[config.mk]
export PLATFORM = sky130hd
export DESIGN_NAME = id_stage
export DESIGN_NICKNAME = d
export VERILOG_FILES = /design/src/rtl/id_stage.sv
export SDC_FILE = /design/constraint.sdc
export NUM_CORES = 1
export LEC_CHECK = 0
export ABC_AREA = 1
export CORE_MARGIN = 2
export CORE_UTILIZATION = 65
export CTS_CLUSTER_DIAMETER = 200
export DETAILED_ROUTE_END_ITERATION = 8
export DONT_BUFFER_PORTS = 1
export GPL_ROUTABILITY_DRIVEN = 0
export PLACE_DENSITY = 0.81
export SYNTH_ARGS = -nofsm -noshare
export SYNTH_HDL_FRONTEND = slang
export SYNTH_SLANG_ARGS = --single-unit
[constraint.sdc]
create_clock -name clock -period 3.23 [get_ports clock]
set_input_delay 0.969 -clock clock [delete_from_list [all_inputs] [get_ports clock]]
set_output_delay 0.969 -clock clock [all_outputs]
set_load 0.05 [all_outputs]
[src/rtl/id_stage.sv]
// ---------------------------------------------------------------------------
// id_stage : instruction decode stage with an 8 x 16 general register file.
//
// Ports
//   clock, reset         rising-edge clock, asynchronous active-low reset
//   state                pipeline advances only when equal to STATE_EXEC
//   id_ir                instruction word from fetch
//   wb_we/wb_addr/wb_data register write-back request (bypassed to reads)
//   flush                kill the instruction currently in decode
//   ex_ir                instruction word handed to execute
//   reg_A, reg_B, smdr   operand A, operand B, store data
//   stall                load-use hazard; fetch holds pc and id_ir
// ---------------------------------------------------------------------------
module id_stage #(
  parameter int          NREG   = 8,
  parameter logic [15:0] NOP_IR = 16'h0000
) (
  input  logic        clock,
  input  logic        reset,
  input  logic        state,
  input  logic [15:0] id_ir,
  input  logic        wb_we,
  input  logic [2:0]  wb_addr,
  input  logic [15:0] wb_data,
  input  logic        flush,
  output logic [15:0] ex_ir,
  output logic [15:0] reg_A,
  output logic [15:0] reg_B,
  output logic [15:0] smdr,
  output logic        stall
);

  localparam logic STATE_EXEC = 1'b1;

  localparam logic [4:0] OP_NOP   = 5'b00000;
  localparam logic [4:0] OP_HALT  = 5'b00001;
  localparam logic [4:0] OP_LOAD  = 5'b00010;
  localparam logic [4:0] OP_STORE = 5'b00011;
  localparam logic [4:0] OP_SLL   = 5'b00100;
  localparam logic [4:0] OP_SLA   = 5'b00101;
  localparam logic [4:0] OP_SRL   = 5'b00110;
  localparam logic [4:0] OP_SRA   = 5'b00111;
  localparam logic [4:0] OP_ADDI  = 5'b01001;
  localparam logic [4:0] OP_SUBI  = 5'b01011;
  localparam logic [4:0] OP_LDIH  = 5'b10000;
  localparam logic [4:0] OP_JUMP  = 5'b11000;
  localparam logic [4:0] OP_JMPR  = 5'b11001;
  localparam logic [4:0] OP_BZ    = 5'b11010;
  localparam logic [4:0] OP_BNZ   = 5'b11011;
  localparam logic [4:0] OP_BN    = 5'b11100;
  localparam logic [4:0] OP_BNN   = 5'b11101;
  localparam logic [4:0] OP_BC    = 5'b11110;
  localparam logic [4:0] OP_BNC   = 5'b11111;

  logic [15:0] gr_q [NREG];
  logic [15:0] gr_d [NREG];
  logic [15:0] ex_ir_q, ex_ir_d;
  logic [15:0] reg_a_q, reg_a_d;
  logic [15:0] reg_b_q, reg_b_d;
  logic [15:0] smdr_q,  smdr_d;

  logic [4:0]  op;
  logic [2:0]  r1, r2, r3;
  logic [3:0]  val2;
  logic [7:0]  val3;
  logic [15:0] rd_r1, rd_r2, rd_r3;
  logic [15:0] opnd_a, opnd_b, opnd_s;
  logic        a_from_r1, b_from_r3, s_from_r1;
  logic [2:0]  a_idx;
  logic        stall_int;

  assign op   = id_ir[15:11];
  assign r1   = id_ir[10:8];
  assign r2   = id_ir[6:4];
  assign r3   = id_ir[2:0];
  assign val2 = id_ir[3:0];
  assign val3 = id_ir[7:0];

  // Write-back data is forwarded so a read in the same cycle sees it.
  always_comb begin
    rd_r1 = (wb_we && (wb_addr == r1)) ? wb_data : gr_q[r1];
    rd_r2 = (wb_we && (wb_addr == r2)) ? wb_data : gr_q[r2];
    rd_r3 = (wb_we && (wb_addr == r3)) ? wb_data : gr_q[r3];
  end

  always_comb begin
    a_from_r1 = 1'b0;
    b_from_r3 = 1'b0;
    s_from_r1 = 1'b0;
    opnd_b    = 16'h0000;
    case (op)
      OP_ADDI, OP_SUBI, OP_JMPR,
      OP_BZ, OP_BNZ, OP_BN, OP_BNN, OP_BC, OP_BNC: begin
        a_from_r1 = 1'b1;
        opnd_b    = {8'h00, val3};
      end
      OP_LDIH: begin
        a_from_r1 = 1'b1;
        opnd_b    = {val3, 8'h00};
      end
      OP_LOAD, OP_SLL, OP_SLA, OP_SRL, OP_SRA: begin
        opnd_b = {12'h000, val2};
      end
      OP_STORE: begin
        s_from_r1 = 1'b1;
        opnd_b    = {12'h000, val2};
      end
      OP_NOP, OP_HALT, OP_JUMP: begin
        opnd_b = 16'h0000;
      end
      // Register-register ALU ops and any undefined opcode.
      default: begin
        b_from_r3 = 1'b1;
        opnd_b    = rd_r3;
      end
    endcase
    a_idx  = a_from_r1 ? r1 : r2;
    opnd_a = a_from_r1 ? rd_r1 : rd_r2;
    opnd_s = s_from_r1 ? rd_r1 : 16'h0000;
  end

  // Load-use hazard only against registers the decoded instruction reads.
  always_comb begin
    stall_int = 1'b0;
    if (!flush && (ex_ir_q[15:11] == OP_LOAD)) begin
      stall_int = (ex_ir_q[10:8] == a_idx)
               || (b_from_r3 && (ex_ir_q[10:8] == r3))
               || (s_from_r1 && (ex_ir_q[10:8] == r1));
    end
  end

  always_comb begin
    ex_ir_d = ex_ir_q;
    reg_a_d = reg_a_q;
    reg_b_d = reg_b_q;
    smdr_d  = smdr_q;
    gr_d    = gr_q;
    if (state == STATE_EXEC) begin
      if (flush || stall_int) begin
        ex_ir_d = NOP_IR;
        reg_a_d = 16'h0000;
        reg_b_d = 16'h0000;
        smdr_d  = 16'h0000;
      end else begin
        ex_ir_d = id_ir;
        reg_a_d = opnd_a;
        reg_b_d = opnd_b;
        smdr_d  = opnd_s;
      end
      // Write-back proceeds even when decode is bubbled.
      if (wb_we) begin
        gr_d[wb_addr] = wb_data;
      end
    end
  end

  always_ff @(posedge clock or negedge reset) begin
    if (!reset) begin
      ex_ir_q <= 16'h0000;
      reg_a_q <= 16'h0000;
      reg_b_q <= 16'h0000;
      smdr_q  <= 16'h0000;
      for (int i = 0; i < NREG; i++) begin
        gr_q[i] <= 16'h0000;
      end
    end else begin
      ex_ir_q <= ex_ir_d;
      reg_a_q <= reg_a_d;
      reg_b_q <= reg_b_d;
      smdr_q  <= smdr_d;
      gr_q    <= gr_d;
    end
  end

  assign ex_ir = ex_ir_q;
  assign reg_A = reg_a_q;
  assign reg_B = reg_b_q;
  assign smdr  = smdr_q;
  assign stall = stall_int;

endmodule
# Word-level counts from Yosys, hierarchy flattened
# Cells that the tools add are included.
[classes]
order_cmp = 5
eq_ne = 25
mux = 27
bitwise = 4
reduce_logical = 18
[ops]
columns = ["operator", "count"]
rows = [
  ["$mux W16", 16],
  ["$bmux W16 S3", 3],
  ["$bwmux W128", 1],
  ["$pmux W16 S4", 1],
  ["$demux W16 S3", 1],
  ["$eq A5 B5 Y1 const B", 9],
  ["$eq A5 B3 Y1 const B", 4],
  ["$reduce_or A19 Y1", 1],
  ["$eq A3 B3 Y1", 6],
  ["$ge A4 B4 Y1 const B", 4],
  ["$not A3 Y4", 4],
  ["$eq A5 B2 Y1 const B", 3],
  ["$eq A5 B4 Y1 const B", 2],
  ["$reduce_or A10 Y1", 1],
  ["$reduce_or A9 Y1", 1],
  ["$logic_and A1 B1 Y1", 7],
  ["$reduce_or A6 Y1", 1],
  ["$eq A5 B1 Y1 const B", 1],
  ["$logic_not A5 Y1", 1],
  ["$lt A4 B1 Y1 const B", 1],
  ["$mux W1", 4],
  ["$logic_or A1 B1 Y1", 3],
  ["$mux W3", 1],
  ["$reduce_or A3 Y1", 1],
  ["other kinds (2)", 2],
]
[word_totals]
reg_bits = 192
output_inout_bits = 65
word_cells = 91

# Logic depth before layout (Yosys ltp)
# Gate-level depths: netlist (run 1).
[logic_depth]
depth_word = 10
ltp_mapped = 17
depth_no_buf = 14

# Worst setup path after synthesis (run 1)
# Ideal clock, no wire load.
[synth_timing]
path_kind = "input-to-output"
from = "in id_ir[11]"
to = "out stall"
arrival_ns = 2.458
setup_slack_ns = -0.197
path_stages = 15
path_cell_list = "nor2_1 inv_1 nand2_1 nand2_2 nor2_4 buf_6 nand2_1 nand3_1 nand2_1 inv_2 nand3_1 nand2_1 nand2_2 buf_2 inv_1"
[synth_between]
elab_chain_cells = 8
[synth_lines]
columns = ["item", "line_no", "rtl"]
rows = [
  ["from (decl)", "21", "input logic [15:0] id_ir,"],
  ["$eq A5 B5 Y1 or $eq A5 B4 Y1 (tied branches)", "91", "case (op)"],
  ["$reduce_or A10 Y1 (no source line)", "n/a", ""],
  ["$mux W1", "91", ""],
  ["$mux W3", "117", "a_idx = a_from_r1 ? r1 : r2;"],
  ["$eq A3 B3 Y1", "126", "stall_int = (ex_ir_q[10:8] == a_idx)"],
  ["$logic_or A1 B1 Y1", "127", "|| (b_from_r3 && (ex_ir_q[10:8] == r3))"],
  ["$logic_or A1 B1 Y1 (*)", "128", "|| (s_from_r1 && (ex_ir_q[10:8] == r1));"],
  ["$mux W1 (*)", "125", "if (!flush && (ex_ir_q[15:11] == OP_LOAD)) begin"],
  ["to (decl)", "30", "output logic stall"],
]
# Every way passes the cells marked *; elsewhere a longest branch is shown, timed or not.

# Worst setup path after layout (run 1)
# Same ends and word-level chain as after synthesis.

==> results of run 1 <==
## metrics by stage
step	hold slack, ps	util	worst slack [ps]	instances
final	206	0.700	33.1	1981
after global routing	199	0.699	-29.1	1979
after CTS	210	0.698	28.1	1978
after detailed placement	482	0.665	28.8	1946
after global placement	468	0.665	73.6	1946
after floorplan	453	-	5.23	1806
## registers in the layout, indices dropped and copies added (netlist names)
register	flops
gr_q	128
ex_ir	16
reg_A	16
reg_B	16
smdr	16
## kinds of logic (layout without fill, tap and decap cells)
logic type	count (synthesis)	in the layout
compound gates	420	420
xor+xnor	4	4
buf+inv	217	156
flops	192	192
other cells	0	2
simple gates	973	973
## worst max-delay path, stage by stage
cell and delay, ps:
nor2_4 100, inv_1 60, nand2_2 90, nand2_4 70, nor2_4 200, nand2_1 100, nand2_1 80, nand2_1 40
nand2_1 70, nand3_2 90, nand2_2 80, nand2_4 50, clkinvlp_4 90, buf_12 130
## cells in the final DEF, fill, tap and decap left out, types with 3 or more instances in the layout
| master | instances |
|---|---|
| nand2_1 | 638 |
| o21ai_0 | 226 |
| dfrtp_1 | 192 |
| nand3_1 | 141 |
| nor2_1 | 126 |
| a21oi_1 | 118 |
| inv_1 | 63 |
| nand3_2 | 52 |
| buf_4 | 39 |
| o211ai_1 | 34 |
| a22oi_1 | 22 |
| clkbuf_16 | 17 |
| o221ai_1 | 10 |
| inv_2 | 8 |
| buf_12 | 7 |
| clkinv_1 | 6 |
| a31oi_1 | 6 |
| xor2_1 | 4 |
| nor2_4 | 4 |
| inv_6 | 4 |
| nand2_2 | 3 |
| o22ai_1 | 3 |
| clkinv_8 | 3 |
| inv_8 | 3 |
| clkinv_4 | 3 |
## per-layer routing
layer  global-route usage  share of wire  up-vias
li1                     -              -     5814
met5                    0              0        -
met1                0.566           0.36     5867
met3                0.120           0.14      275
met2                0.636           0.43      996
met4                0.295          0.078        0
## synth_stat cells, drive strengths merged
cell type / n / area share
nor4: 1 / 0.00051
nor3: 1 / 0.00041
clkinv: 6 / 0.0018
or2: 1 / 0.00051
a31oi: 6 / 0.0031
a221oi: 1 / 0.00072
nand2: 643 / 0.20
buf: 43 / 0.022
nand4: 2 / 0.0010
clkbuf: 96 / 0.029
a22oi: 22 / 0.014
o22ai: 3 / 0.0015
nand3b: 1 / 0.00061
o211ai: 34 / 0.021
inv: 72 / 0.022
a21oi: 118 / 0.048
dfrtp: 192 / 0.39
nor2: 131 / 0.041
xor2: 4 / 0.0029
nand3: 193 / 0.10
o221ai: 10 / 0.0072
o21ai: 226 / 0.092
## final timing paths
check,from,to,slack [ps],depth (start not counted)
min in group clock,gr_q[112],gr_q[112],500,2
worst min register to register,gr_q[112],gr_q[112],500,2
worst min-delay path,reset,gr_q[98],210,0
worst max-delay path,id_ir[11],stall,30,14
max in group asynchronous,reset,reg_B[9],2760,0
worst max register to register,ex_ir[13],ex_ir[12],1050,7
## repair_timing
| action | CTS | global route |
|---|---|---|
| setup buffers | 0 | 1 |
| endpoints found under the setup margin | 0 | 1 |
| resized for setup | 0 | 4 |
## power groups by stage
stage	sequential [mW]	combinational [mW]	clock, mW
3_5_place_dp	3.43	1.43	0
4_1_cts	3.40	1.44	2.23
3_3_place_gp	3.43	1.37	0
6_report	3.41	1.48	2.22
2_1_floorplan	3.35	1.12	0
5_1_grt	3.47	1.67	2.32
## final cells by class
type | count | area, um^2
multi-input cells | 1397 | 6550
fillers | 1576 | 5580
flip-flops and latches | 192 | 4800
repair buffers | 46 | 433
clock buffers | 17 | 425
inverters | 78 | 297
well taps | 234 | 293
clock inverters | 15 | 190
diodes | 2 | 5.00
==> run metrics, run 1 <==
cell area after layout=between 10,000 and 15,000 um^2; CP endpoint kind=primary output; WL final=roughly 43 mm; Syn Nets=between 1,500 and 2,000; IR drop worst, VDD=0.371 mV; layout cells sized above 1=0.0860; Setup Crit Path Kind=primary input to primary output; pwr/cell area=~550 nW/um^2; core area=18,600 um^2; total gr overflow=0; die width=around 140 um; startpoint types=primary input; Synth Area in Compound Gates=0.188; Core Rows=50; hold_buf cts=0; mapped cell area=about 12,000 um^2; Pint=4.48 mW; first-pass GRT wire length=67.1 mm; antenna violation net count after detailed routing=0; Avg Inst Size Synth=6.77 um^2; Yosys cell types=30; clock-pin transition on the worst setup and hold timing paths=80 ps; Mapped Cells=between 1,500 and 2,000; Clock power frac=0.312; Worst EP required=~2300 ps; worst slew pin tran=897 ps; WL per Instance=about 22 um; largest family of logic cells by synthesized area=simple AND/OR/NAND/NOR gates; switching pwr=around 2.6 mW; switching portion of total power=0.371; CP Max Fanout=8; achievable clock frequency=0.313 GHz; routed vias=about 13,000; GRT Overall Usage=0.436; final setup fails=0; CTS Buf Count=17; hpwl dp=25.4 mm; flops & latches, synth=192; skew final=between 10 and 15 ps; DR vias/cell=between 6 and 7; H-Tree Depth=4; Slew HR=0.402; total power=just over 7 mW; Post-DP Area=roughly 12,000 um^2; number of max-cap violations=0; Reg power frac=0.479; CTS max path bufs=2; Period Utilization, post-route=0.990; Setup TNS=0 ps; Area Growth Syn to Fin=6.28%; YS warnings=0; Synth Area in Adders=0; die height=between 100 and 150 um; crit path DAT=2230 ps; Initial Util=0.658; CTS tree=built; DIE AREA=around 20,000 um^2; violation count after the first detailed-route iteration=between 2,000 and 2,500; Root Buffer=clkbuf_16; clk_lat worst skew=460 ps; unrepaired setup endpoints after global routing=true; Post-Synth XOR/XNOR Area=0.00286; Post-Synth Simple-Gate Area=0.342; LEAKAGE=6.30 nW; drt first pass iters=7; Final nets=between 1,500 and 2,000; I/O Pins=105; Residual DRC=0; largest net degree at the start of global routing=roughly 190; Hold/Removal Path Class=primary input to asynchronous set/reset pin; vias in the first global route=12,241; Slew Viols, Final=0; Gate power share=0.208; outcome=complete, no violations; Port Buffers=0; sequential element share of the synthesized area=0.393; post-synthesis mux area share=0; Hold Vio Cnt, Final=0; Final min period=around 3200 ps; initial antenna violation count=2; clock sink total=between 150 and 200
(Power assumes the default switching activity.)
==> run 2, diff against run 1 <==
--- a/config.mk
+++ b/config.mk
@@ -6,6 +6,7 @@
 export NUM_CORES = 1
 export LEC_CHECK = 0
 export ABC_AREA = 1
+export CAP_MARGIN = 20
 export CORE_MARGIN = 2
 export CORE_UTILIZATION = 65
 export CTS_CLUSTER_DIAMETER = 200
==> constraint.sdc (replaced) <==
create_clock -name clock -period 3.23 [get_ports clock]
set_input_delay 0.969 -clock clock [delete_from_list [all_inputs] [get_ports clock]]
set_output_delay 0.969 -clock clock [all_outputs]
set_load 0.02 [all_outputs]
==> run metrics, run 2 (same netlist as run 1, synthesis figures left out) <==
outcome=complete, no violations; total power=6.91 mW (-3.0%); final setup fails=0 (unchanged); Hold/Removal Path Class=primary input to asynchronous set/reset pin; H-Tree Depth=4 (unchanged); WHS=220 ps (+14.8 ps); CTS max path bufs=2 (unchanged); Final nets=1,766 (-0.34%); die height=141 um (unchanged); Setup Crit Path Kind=primary input to primary output; Post-Place Cells=1,940 (-0.31%); vias in the first global route=12,048 (-1.6%); CP Max Fanout=7 (-1); layout cells sized above 1=0.0805 (-0.00545); r2r startpoint=ex_ir[10]; number of max-cap violations=0 (unchanged); DIE AREA=19,900 um^2 (unchanged); unrepaired setup endpoints after global routing=false; clock-pin transition on the worst setup and hold timing paths=70 ps (about the same); largest register by flop count=gr_q; pwr/cell area=536 nW/um^2 (-2.1%); largest net degree at the start of global routing=193 (unchanged); DR vias/cell=6.64 (+1.5%); startpoint types=primary input; Hold Vio Cnt, Final=0 (unchanged); CP endpoint kind=primary output; skew final=9.89 ps (-4.09 ps); Final min period=3120 ps (-79.5 ps); WL per Instance=21.7 um (+0.91%); commonest non-fill, non-tap cell in the layout=nand2_1; Met2 Routed Length=18.5 mm (+1.8%); Worst EP required=2260 ps (about the same); crit path DAT=2150 ps (-80 ps); post-route non-filler standard cell count=1,973 (-0.40%); Initial Util=0.658 (unchanged); first-pass GRT wire length=66.9 mm (-0.27%); Routed met1 length=15.3 mm (+0.30%); GRT Overall Usage=0.436 (+0.000477); Slew Viols, Final=0 (unchanged); footprint of the multi-input gates=6520 um^2 (-0.50%); clk_lat worst skew=440 ps (-20 ps); worst slew pin tran=662 ps (-235 ps); die width=141 um (unchanged); violation count after the first detailed-route iteration=1,903 (-6.3%); drt first pass iters=6 (-1); Worst setup startpoint=id_ir[12]; IR drop worst, VDD=0.394 mV (+6.3%); hold_buf cts=0 (unchanged); core area=18,600 um^2 (unchanged); routed vias=13,093 (+1.1%); sequential cell area=4800 um^2 (unchanged); I/O Pins=105 (unchanged); # fillers=1,575 (-0.063%); Top Metal Used=met5; total gr overflow=0 (unchanged); Area Growth Syn to Fin=5.34%; Root Buffer=clkbuf_16; Core Rows=50 (unchanged); Setup TNS=0 ps (unchanged); Routed met3 length=6.13 mm (+3.2%); antenna cells=0 (-2); initial antenna violation count=2 (unchanged); Largest register FFs=128 (unchanged); achievable clock frequency=0.321 GHz (+2.6%); antenna violation net count after detailed routing=0 (unchanged); hpwl dp=25.5 mm (+0.52%); CTS Buf Count=17 (unchanged); Residual DRC=0 (unchanged); most frequent cells in the layout=nand2_1, o21ai_0, dfrtp_1; Period Utilization, post-route=0.965 (-0.0246); LEAKAGE=6.25 nW (-0.80%); Port Buffers=0 (unchanged); WL final=42.9 mm (+0.51%); Slew HR=0.558 (+0.156); CTS tree=built; clock sink total=192 (unchanged)
==> run 2: changes by cell type in the layout (fill, tap and decap cells not counted), moves of 3 or more <==
| cell | change |
|---|---|
| inv_6 | -3 |
| nor2_4 | -3 |
| buf_4 | -5 |
| clkinv_8 | -3 |
==> run 2: metrics by stage <==
stage	instance area [um^2]	setup WS, ps	utilization
finish	12900	113	0.694
floorplan	12200	27.7	-
global route	12900	4.37	0.694
detailed placement	12300	63.6	0.661
global placement	12300	108	0.661
CTS	12900	55.8	0.693
==> run 2: final cells by class <==
class / count / area share
clock inverter: 13 / 0.0112
multi-input combinational: 1397 / 0.506
sequential: 192 / 0.373
tap: 234 / 0.0227
clock buffer: 19 / 0.0351
inverter: 78 / 0.0229
timing repair buffer: 40 / 0.0291
==> run 2: path summary, 6_finish.rpt <==
kind / endpoint / slack (ps) / depth (start not counted)
min in group clock: gr_q[112] / 490 / 2
max reg2reg: ex_ir[9] / 1180 / 9
min: gr_q[18] / 220 / 0
min reg2reg: gr_q[112] / 490 / 2
max: stall / 110 / 13
max in group asynchronous: gr_q[5] / 2680 / 0
==> run 2: per-layer routing <==
metal | vias up | track usage
met5 | - | 0
met4 | 4 | 0.274
met3 | 249 | 0.129
met2 | 1052 | 0.633
met1 | 5992 | 0.573
li1 | 5796 | -
==> run 2: repair_timing <==
action / 4_1_cts / 5_1_grt
buffers inserted: 0 / 1
endpoints found under the hold margin: 0 / 0
setup endpoints to repair: 0 / 1
resized for setup: 0 / 3
==> run 2: worst max-delay path, cell delays in order <==
cell and delay [ps]:
nor2_1 120, nor2_1 50, nand2_1 80, nand2_2 90, nor2_4 190, inv_2 90, nand2_1 60, nand3_1 60
nand2_1 100, nand3_1 90, nand2_2 90, nand2_4 60, inv_4 90
==> run 2: report_power, final <==
part	switching [mW]	total, mW	internal, mW
clock	1.03	2.16	1.14
combinational	0.904	1.46	0.553
sequential	0.494	3.29	2.79
==> run 3, diff against run 2 <==
--- a/config.mk
+++ b/config.mk
@@ -9,6 +9,7 @@
 export CAP_MARGIN = 20
 export CORE_MARGIN = 2
 export CORE_UTILIZATION = 65
+export CTS_BUF_LIST = sky130_fd_sc_hd__clkbuf_4
 export CTS_CLUSTER_DIAMETER = 200
 export DETAILED_ROUTE_END_ITERATION = 8
 export DONT_BUFFER_PORTS = 1
==> run metrics, run 3 (same netlist as run 1, synthesis figures left out) <==
outcome=complete, no violations; Period Utilization, post-route=0.975 (+0.0104); achievable clock frequency=0.317 GHz (-1.1%); Hold Vio Cnt, Final=0 (unchanged); post-route non-filler standard cell count=1,975 (+0.10%); clk_lat worst skew=610 ps (+170 ps); most frequent cells in the layout=nand2_1, o21ai_0, dfrtp_1; initial antenna violation count=3 (+1); DR vias/cell=6.58 (-0.83%); startpoint types=primary input; largest net degree at the start of global routing=193 (unchanged); Final nets=1,767 (+0.057%); Slew Viols, Final=0 (unchanged); Root Buffer=clkbuf_4; die width=141 um (unchanged); final setup fails=0 (unchanged); Final min period=3150 ps (+33.4 ps); vias in the first global route=11,912 (-1.1%); Post-Place Cells=1,940 (unchanged); CP endpoint kind=primary output; commonest non-fill, non-tap cell in the layout=nand2_1; hpwl dp=25.5 mm (unchanged); IR drop worst, VDD=0.424 mV (+7.6%); WL final=42.3 mm (-1.4%); total gr overflow=0 (unchanged); routed vias=12,997 (-0.73%); I/O Pins=105 (unchanged); die height=141 um (unchanged); drt first pass iters=6 (unchanged); core area=18,600 um^2 (unchanged); skew final=23.0 ps (+13.2 ps); H-Tree Depth=4 (unchanged); Hold/Removal Path Class=primary input to asynchronous set/reset pin; Setup Crit Path Kind=primary input to primary output; pwr/cell area=483 nW/um^2 (-9.9%); violation count after the first detailed-route iteration=1,788 (-6.0%); Port Buffers=0 (unchanged); CTS tree=built; largest register by flop count=gr_q; crit path DAT=2180 ps (+30 ps); layout cells sized above 1=0.0799 (-0.000621); CTS Buf Count=17 (unchanged); clock sink total=192 (unchanged); unrepaired setup endpoints after global routing=false; antenna violation net count after detailed routing=0 (unchanged); GRT Overall Usage=0.427 (-0.00862); WL per Instance=21.4 um (-1.5%); LEAKAGE=6.11 nW (-2.1%); Core Rows=50 (unchanged); Worst EP required=2260 ps (about the same); # fillers=1,626 (+3.2%); WHS=50.6 ps (-170 ps); CTS max path bufs=2 (unchanged); CP Max Fanout=7 (unchanged); Slew HR=0.558 (-0.000779); Initial Util=0.658 (unchanged); first-pass GRT wire length=66.0 mm (-1.4%); Residual DRC=0 (unchanged); total power=6.08 mW (-12%); Area Growth Syn to Fin=2.93%; number of max-cap violations=0 (unchanged); DIE AREA=19,900 um^2 (unchanged); Largest register FFs=128 (unchanged); clock-pin transition on the worst setup and hold timing paths=150 ps (+80 ps); worst slew pin tran=663 ps (+1.17 ps); Setup TNS=0 ps (unchanged)
[run 3: what timing repair did]
item                                    in CTS  in global routing
hold buffers                                 0                  1
endpoints found under the setup margin       0                  1
gates resized for setup                      0                  3
buffers inserted                             0                  1
hold endpoints to repair                     0                 26
[run 3: where the power goes]
part / internal (mW) / total (mW) / switching, mW
clock network: 0.407 / 1.34 / 0.937
logic: 0.555 / 1.46 / 0.902
registers: 2.79 / 3.28 / 0.491
[run 3: final cells by class]
cell class | instances | area [um^2] | area share
well taps | 234 | 293 | 0.0233
clock buffers | 17 | 128 | 0.0101
clock inverters | 15 | 151 | 0.0120
inverters | 78 | 295 | 0.0235
multi-input cells | 1397 | 6520 | 0.518
diodes | 1 | 2.50 | 0.000199
repair buffers | 41 | 395 | 0.0314
flip-flops and latches | 192 | 4800 | 0.382
[run 3: path summary, 6_finish.rpt]
path | startpoint | to | slack, ps | cells past startpoint
min in group clock | gr_q[112] | gr_q[112] | 510 | 2
max in group asynchronous | reset | gr_q[37] | 2780 | 1
max | id_ir[12] | stall | 80 | 13
min reg2reg | gr_q[112] | gr_q[112] | 510 | 2
max reg2reg | ex_ir[8] | ex_ir[9] | 1150 | 10
min | reset | gr_q[98] | 50 | 0
[run 3: metal layers]
metal	track usage	vias up	wire length, um
met1	0.560	5950	15400
met5	0	-	21
met3	0.132	233	5930
met4	0.262	4	2930
met2	0.621	1017	18000
li1	-	5793	-
[run 3: worst max-delay path, cell delays in order]
cell and delay [ps]:
nor2_1 120, nor2_1 50, nand2_1 80, nand2_2 90
nor2_4 200, inv_2 90, nand2_1 60, nand3_1 70
nand2_1 110, nand3_1 100, nand2_2 90, nand2_4 60
inv_4 90
[run 3: metrics by stage]
stage	setup WS [ps]	util	cell area [um^2]
4_1_cts	55.8	0.676	12600
6_report	79.2	0.678	12600
3_5_place_dp	63.6	0.661	12300
2_1_floorplan	27.7	-	12200
3_3_place_gp	108	0.661	12300
5_1_grt	4.36	0.678	12600
==> variant: new RTL, config.mk and constraints of run 3 <==
Change the parameter `NREG` from 8 to 4.
--- a/src/rtl/id_stage.sv
+++ b/src/rtl/id_stage.sv
@@ -13,5 +13,5 @@
 // ---------------------------------------------------------------------------
 module id_stage #(
-  parameter int          NREG   = 8,
+  parameter int          NREG   = 4,
   parameter logic [15:0] NOP_IR = 16'h0000
 ) (
Function: changed (Yosys sat finds a counterexample within 4 cycles, from zero or initial values and one cycle with reset low).
==> variant against run 3 <==
First-iteration DRC count decreased by 45%; routed wire length decreased by 46%; total power decreased by 31%; critical path type unchanged; sequential cell count decreased by 64; cell area decreased by 35%; die area decreased by 35%; clock skew decreased by 0.0094 ns; global-route usage decreased by 7.1 points; synthesized area decreased by 35%; highest routed layer is now met4; largest power group unchanged; combinational power decreased by 39%; worst setup slack improved by 0.019 ns.
==> variant: results (changes against run 3) <==
- Outcome: finished, final reports clean
- Most frequent cells after synthesis: nand2_1 (330), o21ai_0 (220), dfrtp_1 (128), a21oi_1 (100)
- Largest register FFs: 64 (-50%)
- Setup Buffers After CTS: 0 (unchanged)
- R2R Setup Slk: 1.09 ns (-0.06 ns)
- Sequential area share after synthesis: 0.406 (+0.0131)
- Maximum vdd ir drop: 354 uV (-17%)
- Clk power: 1190 uW (-11%)
- Sw frac: 0.354 (-0.0290)
- Syn Area/Cell: 6.72 um^2 (-0.85%)
- Power per cell area: 508 mW/mm^2 (+5.1%)
- Leakage: 0.00418 uW (-32%)
- First-pass GRT wire length: 36.4 mm (-45%)
- Place WS: 0.0279 ns (-0.0356 ns)
- Reg2reg end: smdr[13]
- Later-pin clock latency in the skew report: 0.57 ns (-0.04 ns)
- Largest net degree at the start of global routing: 129 (-33%)
- CP startpoint: id_ir[11]
- Final WL: 22.8 mm (-46%)
- HPWL after DPL: 14.7 mm (-43%)
- R2R depth: 8 (-2)
- Hold Slack: 0.0914 ns (+0.0408 ns)
- Vias: 7832 (-40%)
- CTS root buffer: clkbuf_4
- Clock-cell share of area: 0.0363 (+0.0142)
- Via density: 6.04 (-8.2%)
- Comb_multi_in: 859 (-39%)
- RR Startpoint: ex_ir[9]
- DR iter-0 viols: 991 (-45%)
- Buffer share of cell area: 0.0219 (-0.00952)
- Top post-synthesis cells by area: dfrtp_1 (41%), nand2_1 (16%), o21ai_0 (14%)
- # port buffers: 0 (unchanged)
- Nets@finish: 1177 (-33%)
- Final core occ: 0.691 (+0.0137)
- Multi-input gate share of total cell area: 0.481 (-0.0368)
- Logic power comb: 897 uW (-39%)
- Inverters: 107 (+37%)
- Vias in the first global route: 6990 (-41%)
- Diode count: 1 (unchanged)
- CP arrival: 2.16 ns (-0.02 ns)
- CP max-delay cell: nor2_4
- CP max FO: 5 (-2)
- Initial antenna violation count: 1 (-2)
- Worst-path clk slew: 0.12 ns (-0.03 ns)
- Max_slew headroom: 0.553 (-0.00409)
- HP Class: in2async
- Register share of the cell area: 0.389 (+0.00734)
- Placed cells: 1264 (-35%)
- Layout cells sized above 1: 0.0644 (-0.0155)
- Non-clk bufs: 24 (-41%)
- Tot GR Track Use: 0.357 (-0.0706)
- Clk sink count: 128 (-33%)
- CLK BUF: 18 (+1)
- Clock Skews: 0.0137 ns (-0.00936 ns)
- Fillcell total: 1079 (-34%)
- Placement Cell Area: 0.00790 mm^2 (-36%)
- Largest reg by FF count: gr_q
## variant: cell types whose count changed after synthesis, sizes merged, moves of 26 or more
cell           run 3  this run
nand2            643       334
clkbuf            96        59
o211ai            34         3
nand3            193        94
dfrtp            192       128
inv               72        98
nor2             131        56
## variant: worst max-delay path by stage
stage / to / slack [ns] / cells past startpoint
finish: stall / 0.1 / 13
global route: stall / -0.01 / 12
CTS: stall / 0.02 / 13
detailed placement: stall / 0.03 / 13
global placement: stall / 0.06 / 13
floorplan: stall / 0.006 / 14
## variant: routing by layer
layer | wire [um] | track usage | share of wire
met5 | 0 | 0 | 0
met4 | 709 | 0.147 | 0.031
met3 | 2540 | 0.0762 | 0.11
met2 | 9960 | 0.542 | 0.44
met1 | 9580 | 0.499 | 0.42
## variant: logic make-up after synthesis
group,Yosys count,synth area share
flops,128,0.406
simple gates,508,0.269
compound gates,343,0.220
buf+inv,188,0.0961
xor+xnor,8,0.00888
